`src/rtl/rocketcpu_bus_pkg.sv`:
```
// Shared types and constants for the three-master memory-bus scheduler.
package rocketcpu_bus_pkg;

  typedef enum logic [1:0] {
    ST_IDLE    = 2'd0,
    ST_BUSY    = 2'd1,
    ST_RELEASE = 2'd2
  } state_e;

  typedef logic [1:0] owner_t;

  localparam owner_t OWN_NONE = 2'd0;
  localparam owner_t OWN_IBUS = 2'd1;
  localparam owner_t OWN_DBUS = 2'd2;
  localparam owner_t OWN_DMA  = 2'd3;

  localparam int          DEF_TIMEOUT_CYCLES = 255;
  localparam logic [31:0] DEF_ERR_DATA       = 32'h0000_0000;

endpackage

```
`src/rtl/rocketcpu_rr_pick.sv`:
```
// Combinational 3-way round-robin pick; the search starts just after the last owner.
module rocketcpu_rr_pick
  import rocketcpu_bus_pkg::*;
(
  input  logic [2:0] i_req,     // bit0 ibus, bit1 dbus, bit2 dma
  input  owner_t     i_last,
  output owner_t     o_winner
);

  always_comb begin
    o_winner = OWN_NONE;
    case (i_last)
      OWN_IBUS: begin
        if (i_req[1])      o_winner = OWN_DBUS;
        else if (i_req[2]) o_winner = OWN_DMA;
        else if (i_req[0]) o_winner = OWN_IBUS;
      end
      OWN_DBUS: begin
        if (i_req[2])      o_winner = OWN_DMA;
        else if (i_req[0]) o_winner = OWN_IBUS;
        else if (i_req[1]) o_winner = OWN_DBUS;
      end
      default: begin
        if (i_req[0])      o_winner = OWN_IBUS;
        else if (i_req[1]) o_winner = OWN_DBUS;
        else if (i_req[2]) o_winner = OWN_DMA;
      end
    endcase
  end

endmodule

```
`src/rtl/rocketcpu_bus_scheduler.sv`:
```
// Arbitrates ibus, dbus and audio DMA onto one Wishbone-style memory bus,
// with a dead cycle between transactions and a per-transaction ack timeout.
module rocketcpu_bus_scheduler
  import rocketcpu_bus_pkg::*;
#(
  parameter int          TIMEOUT_CYCLES = DEF_TIMEOUT_CYCLES,
  parameter logic [31:0] ERR_DATA       = DEF_ERR_DATA
) (
  input  logic        i_wb_clk,
  input  logic        i_rst_n,
  input  logic [31:0] i_ibus_adr,
  input  logic        i_ibus_cyc,
  output logic [31:0] o_ibus_rdt,
  output logic        o_ibus_ack,
  input  logic [31:0] i_dbus_adr,
  input  logic [31:0] i_dbus_dat,
  input  logic [3:0]  i_dbus_sel,
  input  logic        i_dbus_we,
  input  logic        i_dbus_cyc,
  output logic [31:0] o_dbus_rdt,
  output logic        o_dbus_ack,
  input  logic [31:0] i_dma_adr,
  input  logic [31:0] i_dma_dat,
  input  logic [3:0]  i_dma_sel,
  input  logic        i_dma_we,
  input  logic        i_dma_cyc,
  output logic [31:0] o_dma_rdt,
  output logic        o_dma_ack,
  output logic [31:0] o_wb_adr,
  output logic [31:0] o_wb_dat,
  output logic [3:0]  o_wb_sel,
  output logic        o_wb_we,
  output logic        o_wb_cyc,
  input  logic [31:0] i_wb_rdt,
  input  logic        i_wb_ack,
  output logic [1:0]  o_grant,
  output logic        o_timeout,
  output logic [7:0]  o_timeout_cnt
);

  localparam logic [7:0] TMO_LAST = 8'(TIMEOUT_CYCLES - 1);

  state_e      state_q, state_d;
  owner_t      owner_q, owner_d;   // doubles as "last owner" once back in IDLE
  logic [7:0]  tmo_q, tmo_d;
  logic [7:0]  tcnt_q, tcnt_d;

  owner_t      winner;
  logic [31:0] own_adr, own_dat;
  logic [3:0]  own_sel;
  logic        own_we, own_cyc;
  logic        live, timeout_hit, give_ack;
  logic [31:0] resp_rdt;

  rocketcpu_rr_pick u_rr_pick (
    .i_req    ({i_dma_cyc, i_dbus_cyc, i_ibus_cyc}),
    .i_last   (owner_q),
    .o_winner (winner)
  );

  always_comb begin
    own_adr = '0;
    own_dat = '0;
    own_sel = '0;
    own_we  = 1'b0;
    own_cyc = 1'b0;
    case (owner_q)
      OWN_IBUS: begin
        own_adr = i_ibus_adr;
        own_sel = 4'hF;
        own_cyc = i_ibus_cyc;
      end
      OWN_DBUS: begin
        own_adr = i_dbus_adr;
        own_dat = i_dbus_dat;
        own_sel = i_dbus_sel;
        own_we  = i_dbus_we;
        own_cyc = i_dbus_cyc;
      end
      OWN_DMA: begin
        own_adr = i_dma_adr;
        own_dat = i_dma_dat;
        own_sel = i_dma_sel;
        own_we  = i_dma_we;
        own_cyc = i_dma_cyc;
      end
      default: ;
    endcase
  end

  // An abort (owner drops cyc) outranks both a slave ack and a timeout;
  // a real ack outranks a timeout landing in the same cycle.
  assign live        = (state_q == ST_BUSY) && own_cyc;
  assign timeout_hit = live && !i_wb_ack && (tmo_q == TMO_LAST);
  assign give_ack    = live && (i_wb_ack || timeout_hit);
  assign resp_rdt    = timeout_hit ? ERR_DATA : i_wb_rdt;

  assign o_wb_adr = own_adr;
  assign o_wb_dat = own_dat;
  assign o_wb_sel = own_sel;
  assign o_wb_we  = own_we;
  assign o_wb_cyc = live && !timeout_hit;

  assign o_ibus_ack = give_ack && (owner_q == OWN_IBUS);
  assign o_dbus_ack = give_ack && (owner_q == OWN_DBUS);
  assign o_dma_ack  = give_ack && (owner_q == OWN_DMA);
  assign o_ibus_rdt = (owner_q == OWN_IBUS) ? resp_rdt : i_wb_rdt;
  assign o_dbus_rdt = (owner_q == OWN_DBUS) ? resp_rdt : i_wb_rdt;
  assign o_dma_rdt  = (owner_q == OWN_DMA)  ? resp_rdt : i_wb_rdt;

  assign o_grant       = (state_q == ST_IDLE) ? OWN_NONE : owner_q;
  assign o_timeout     = timeout_hit;
  assign o_timeout_cnt = tcnt_q;

  always_comb begin
    state_d = state_q;
    owner_d = owner_q;
    tmo_d   = tmo_q;
    tcnt_d  = tcnt_q;
    case (state_q)
      ST_IDLE: begin
        if (winner != OWN_NONE) begin
          state_d = ST_BUSY;
          owner_d = winner;
          tmo_d   = 8'd0;
        end
      end
      ST_BUSY: begin
        if (!own_cyc)      state_d = ST_IDLE;
        else if (give_ack) state_d = ST_RELEASE;
        else               tmo_d   = tmo_q + 8'd1;
      end
      ST_RELEASE: state_d = ST_IDLE;
      default:    state_d = ST_IDLE;
    endcase
    if (timeout_hit && (tcnt_q != 8'hFF)) tcnt_d = tcnt_q + 8'd1;
  end

  always_ff @(posedge i_wb_clk or negedge i_rst_n) begin
    if (!i_rst_n) begin
      state_q <= ST_IDLE;
      owner_q <= OWN_DMA;
      tmo_q   <= 8'd0;
      tcnt_q  <= 8'd0;
    end else begin
      state_q <= state_d;
      owner_q <= owner_d;
      tmo_q   <= tmo_d;
      tcnt_q  <= tcnt_d;
    end
  end

endmodule

```
`config.mk`:
```
export PLATFORM = sky130hd
export DESIGN_NAME = rocketcpu_bus_scheduler
export DESIGN_NICKNAME = d
export VERILOG_FILES = /design/src/rtl/rocketcpu_bus_pkg.sv /design/src/rtl/rocketcpu_rr_pick.sv /design/src/rtl/rocketcpu_bus_scheduler.sv
export SDC_FILE = /design/constraint.sdc
export NUM_CORES = 1
export LEC_CHECK = 0
export ABC_AREA = 1
export CORE_AREA = 2 2 152 154
export CTS_CLUSTER_SIZE = 8
export DETAILED_ROUTE_END_ITERATION = 10
export DIE_AREA = 0 0 154 156
export GPL_ROUTABILITY_DRIVEN = 1
export GPL_TIMING_DRIVEN = 0
export MAX_ROUTING_LAYER = met4
export SKIP_CTS_REPAIR_TIMING = 1
export SYNTH_ARGS = -nofsm -noshare
export SYNTH_HDL_FRONTEND = slang
export SYNTH_SLANG_ARGS = --single-unit
```
`constraint.sdc`:
```
create_clock -name i_wb_clk -period 3.4 [get_ports i_wb_clk]
set_input_delay 0.68 -clock i_wb_clk [delete_from_list [all_inputs] [get_ports i_wb_clk]]
set_output_delay 0.68 -clock i_wb_clk [all_outputs]
set_load 0.005 [all_outputs]
```
== Word level (Yosys, flattened, before mapping) ==
Index checks and enable logic that the tools add are counted.
Word-level totals
  register bits: 20
  output and inout bits: 180
  bits of input ports: 208
  logic and storage cells: 62
Operators by class
  $add $sub $neg: 2
  multiplexer cells: 28
  reduce and logical (&&, ||, !) cells: 18
  equal/unequal tests: 10
Operator list (count)
  32-bit 2-to-1 mux: 4
  32-bit case mux with 3 select lines: 1
  32-bit case mux with 2 select lines: 1
  2-bit 2-to-1 mux: 12
  8-bit 2-to-1 mux: 3
  8-bit by 1-bit adder with 8-bit output, second input constant: 2
  8-bit case mux with 2 select lines: 1
  4-bit case mux with 3 select lines: 1
  1-bit logical AND: 9
  8-bit == test, second input constant: 1
  8-bit != test, second input constant: 1
  2-bit case mux with 2 select lines: 2
  2-bit by 1-bit == test with 1-bit output, second input constant: 2
  2-bit == test, second input constant: 2
  2-bit != test, second input constant: 2
  2-bit AND reduction: 2
  4-bit AND reduction: 1
  2-bit nonzero test: 2
  3-bit != test, second input constant: 1
  1-bit case mux with 3 select lines: 1
  1-bit logical NOT: 2
  2-bit logical NOT: 1
  2-bit by 1-bit != test with 1-bit output, second input constant: 1
  1-bit case mux with 2 select lines: 1
  other kinds (2): 2

== Logic depth before layout (Yosys ltp) ==
  depth after elaboration: 10
  mapped depth: 13
  mapped depth without buffers: 12

== Modules after synthesis ==
A second synthesis with hierarchy kept.
Second synthesis, totals
  cell total of the unflattened synthesis: 606
  area, all modules: 3158.0 um2
By module, submodules not included
  rocketcpu_bus_scheduler: instances 1, area an instance 3040.4 um2, seq. area each 503.0 um2, cells an instance 580
  rocketcpu_rr_pick: instances 1, area an instance 117.6 um2, seq. area each 0.0 um2, cells an instance 26

== Worst setup path before layout ==
Ideal clock, no wire load.
  kind: register to output
  start: reg owner_q[1]
  end: out o_dbus_rdt[10]
  required time: 2.720 ns
  buffers on the path: 1
  arrival: 1.832 ns
  path slack: 0.888 ns
  stages on the path, launching flop included: 10
  cells stage by stage: dfstp_2 inv_1 ha_1 inv_1 nand3_4 nor3_4 inv_4 nor2_4 buf_6 nor2_1
On the way
  longest elaborated chain between the ends: 7
  elaborated cells between the ends (all ways): 9
  classes of those cells: eq/ne (3); mux (3); reduce/logical (3)
Ends and longest elaborated chain
  start: declaration: line rocketcpu_bus_scheduler.sv:44  | owner_t owner_q, owner_d; // doubles as "last owner" once back in IDLE
  start signal: assignment: line rocketcpu_bus_scheduler.sv:147  | owner_q <= owner_d;
  2-bit == test (tied with other cells): line rocketcpu_bus_scheduler.sv:67  | case (owner_q)
  1-bit case mux with 3 select lines: line rocketcpu_bus_scheduler.sv:67
  1-bit logical AND: line rocketcpu_bus_scheduler.sv:93  | assign live = (state_q == ST_BUSY) && own_cyc;
  1-bit logical AND (2 in series): line rocketcpu_bus_scheduler.sv:94  | assign timeout_hit = live && !i_wb_ack && (tmo_q == TMO_LAST);
  32-bit 2-to-1 mux: line rocketcpu_bus_scheduler.sv:96  | assign resp_rdt = timeout_hit ? ERR_DATA : i_wb_rdt;
  32-bit 2-to-1 mux (*): line rocketcpu_bus_scheduler.sv:108  | assign o_dbus_rdt = (owner_q == OWN_DBUS) ? resp_rdt : i_wb_rdt;
  end: declaration: line rocketcpu_bus_scheduler.sv:20  | output logic [31:0] o_dbus_rdt,
Mark *: on every way between the ends. The rest lies on a longest branch, timed or not.

== Worst setup path after layout ==
  start: reg owner_q[0]
  end: out o_wb_dat[28]
On the way
  longest elaborated chain between the ends: 2
  elaborated cells between the ends (all ways): 3
  classes of those cells: eq/ne (2); mux (1)
Ends and longest elaborated chain
  2-bit == test: line rocketcpu_bus_scheduler.sv:67
  32-bit case mux with 2 select lines (*): line rocketcpu_bus_scheduler.sv:67
  end: declaration: line rocketcpu_bus_scheduler.sv:30  | output logic [31:0] o_wb_dat,
Marks and branches as above.

==> impl_results.md <==
- Initial antenna violation count: 6
- Utilization after layout: 0.360
- Startpoint Class: register
- Final GP Congestion: 0.824
- Fin cells: 1296
- Crit Path Class: register to output port
- Core Area: 22400 µm²
- HP Class: register to register
- DR vias: 5223
- Number of distinct library cells after synthesis: 28
- Placed Instances: 1258
- Final min period: 3320 ps
- Worst rel slew slack: 0.379
- Slew Viols, Final: 0
- # fillers: 2353
- Final setup viols: 0
- Iteration-0 DRC Markers: 308
- CP max FO: 10
- First-pass GRT wire length: 30800 µm
- Most used routing layer: met2
- Final Hold Viols: 0
- Syn Area/Cell: 5.39 µm²
- CTS Root Cell: clkbuf_16
- # nets final: 1221
- Worst hold slack: 519 ps
- Drt drc: 0
- DR WL/cell: 17.4 µm
- Total routing usage reported by global routing: 0.174
- Worst Clk Skew: 2.03 ps
- Io pins: 388
- Worst-path clk slew: 60 ps
- Power Density: 433 nW/µm²
- Leak: 4.60 nW
- Status: finished, final reports clean
- Row cnt: 55
- DP Worst Slack: -355 ps
- Initial Utilization: 0.141
- Die H: 156 µm
- CTS Sinks: 20
- Power, Total: 3.48 mW
- Final period util: 0.977
- Nature of the critical path endpoint: output port
- Critical path data required time: 2720 ps
- Largest net degree at the start of global routing: 21
- Mapped cell area: 3160 µm²
- Synth warn: 0
- # port buffers: 387
- Max cap viols: 0
- Clk buf depth: 2
- Met1 usage: 0.205
- Area growth syn-to-layout: 155%
- Post-route cell area: 8050 µm²
- Clock Latency Late Sink: 250 ps
- Flops & latches, synth: 20
- Mapped Nets: 801
- Grt total ovfl: 0
- Sequential area share after synthesis: 0.159
- TritonCTS clock tree: built
- Inserted Clock Buffers: 3
- Total length of routed wires: 22500 µm
- Setup_tns: 0 ps
- Vias in the first global route: 4864
- # H-tree levels: 1
- Reg area: 503 µm²
- Drt pass-1 iters: 4
- Die Width: 154 µm
- DP Area: 7390 µm²
- DPL Wire Length: 18800 µm
- Mapped Cells: 586
- Actual slew at the worst max-slew pin: 928 ps
- Arrival time at the worst endpoint: 2640 ps
- Global Route met2 Usage: 0.269
- Post-DR vias/cell: 4.03
- Fmax: 301 MHz
- Final ANT Viol Nets: 0
- Die area: 24000 µm²
- M3 GR Usage: 0.0936
- Peak supply drop: 0.000234 V
- Ratio of cells with drive above 1 in the final layout: 0.0706
- Setup ws final: 79.0 ps
- Multi-input gate area: 2140 µm²
[cell usage after synthesis, drive strengths merged]
master  instances  area share
inv            90        0.11
buf            15       0.042
and3            1      0.0020
xnor2           3      0.0083
nor3            4       0.013
ha              7       0.028
nand4           4      0.0079
o21bai          1      0.0024
a22o           37        0.10
nand2         196        0.23
or2             1      0.0020
clkbuf         19       0.023
o21ai           4      0.0063
nor2          120        0.15
xor2            5       0.014
dfrtp          18        0.14
nand3          59       0.099
dfstp           2       0.017
[final cells by class]
cell class / count / share of cell area
diodes: 6 / 0.00187
plain buffers: 34 / 0.0291
clock buffers: 4 / 0.0110
inverters: 90 / 0.0427
multi-input cells: 442 / 0.266
flip-flops and latches: 20 / 0.0625
well taps: 285 / 0.0443
repair buffers: 415 / 0.543
[state kept, by name, indices dropped and copies added (netlist names)]
signal         count
owner_q            2
tmo_q              8
o_timeout_cnt      8
state_q            2
[layout by cell type (no fill, tap or decap), drive strengths merged]
master | Yosys | routed
clkdlybuf4s50 | 0 | 285
nand2 | 196 | 196
nor2 | 120 | 120
dlymetal6s2s | 0 | 102
inv | 90 | 89
nand3 | 59 | 59
buf | 15 | 41
a22o | 37 | 37
clkbuf | 19 | 25
dfrtp | 18 | 18
ha | 7 | 7
diode | 0 | 6
xor2 | 5 | 5
o21ai | 4 | 4
nand4 | 4 | 4
nor3 | 4 | 4
xnor2 | 3 | 3
dfstp | 2 | 2
clkinvlp | 0 | 1
and3 | 1 | 1
or2 | 1 | 1
o21bai | 1 | 1
[metal layers]
layer,routed length [µm],up-vias,share of wire
met5,0,-,0
met4,209,0,0.0093
li1,-,2640,-
met2,10300,211,0.46
met3,2850,14,0.13
met1,9170,2358,0.41
[path summary, 6_finish.rpt]
path,startpoint,end,slack (ps),cells past startpoint
max,owner_q[0]$_DFFE_PN1P_,o_wb_dat[28],80,8
min,owner_q[0]$_DFFE_PN1P_,owner_q[0]$_DFFE_PN1P_,520,2
max reg2reg,owner_q[0]$_DFFE_PN1P_,tmo_q[1]$_DFFE_PN0P_,1340,11
min reg2reg,owner_q[0]$_DFFE_PN1P_,owner_q[0]$_DFFE_PN1P_,520,2
max in group asynchronous,i_rst_n,o_timeout_cnt[1]$_DFFE_PN0P_,1880,1
min in group asynchronous,i_rst_n,tmo_q[7]$_DFFE_PN0P_,950,1
[logic make-up after synthesis]
family	count (synthesis)	synth area share
simple gates	385	0.508
buf+inv	124	0.172
compound gates	42	0.111
flops	20	0.159
xor+xnor	8	0.0222
fa+ha+maj	7	0.0277
[power by group]
part | leakage (nW) | switching, mW | internal [mW]
clock network | 0.0442 | 0.0876 | 0.179
registers | 0.265 | 0.0230 | 0.275
logic | 4.29 | 1.44 | 1.47
[critical path, cell delays in order (launching register included)]
cell,delay (ps)
dfstp_2,570
buf_12,120
ha_4,120
buf_6,100
buf_12,110
clkbuf_2,270
clkbuf_4,280
a22o_1,160
clkdlybuf4s50_1,660
No activity file was read; power rests on OpenSTA's default activity.
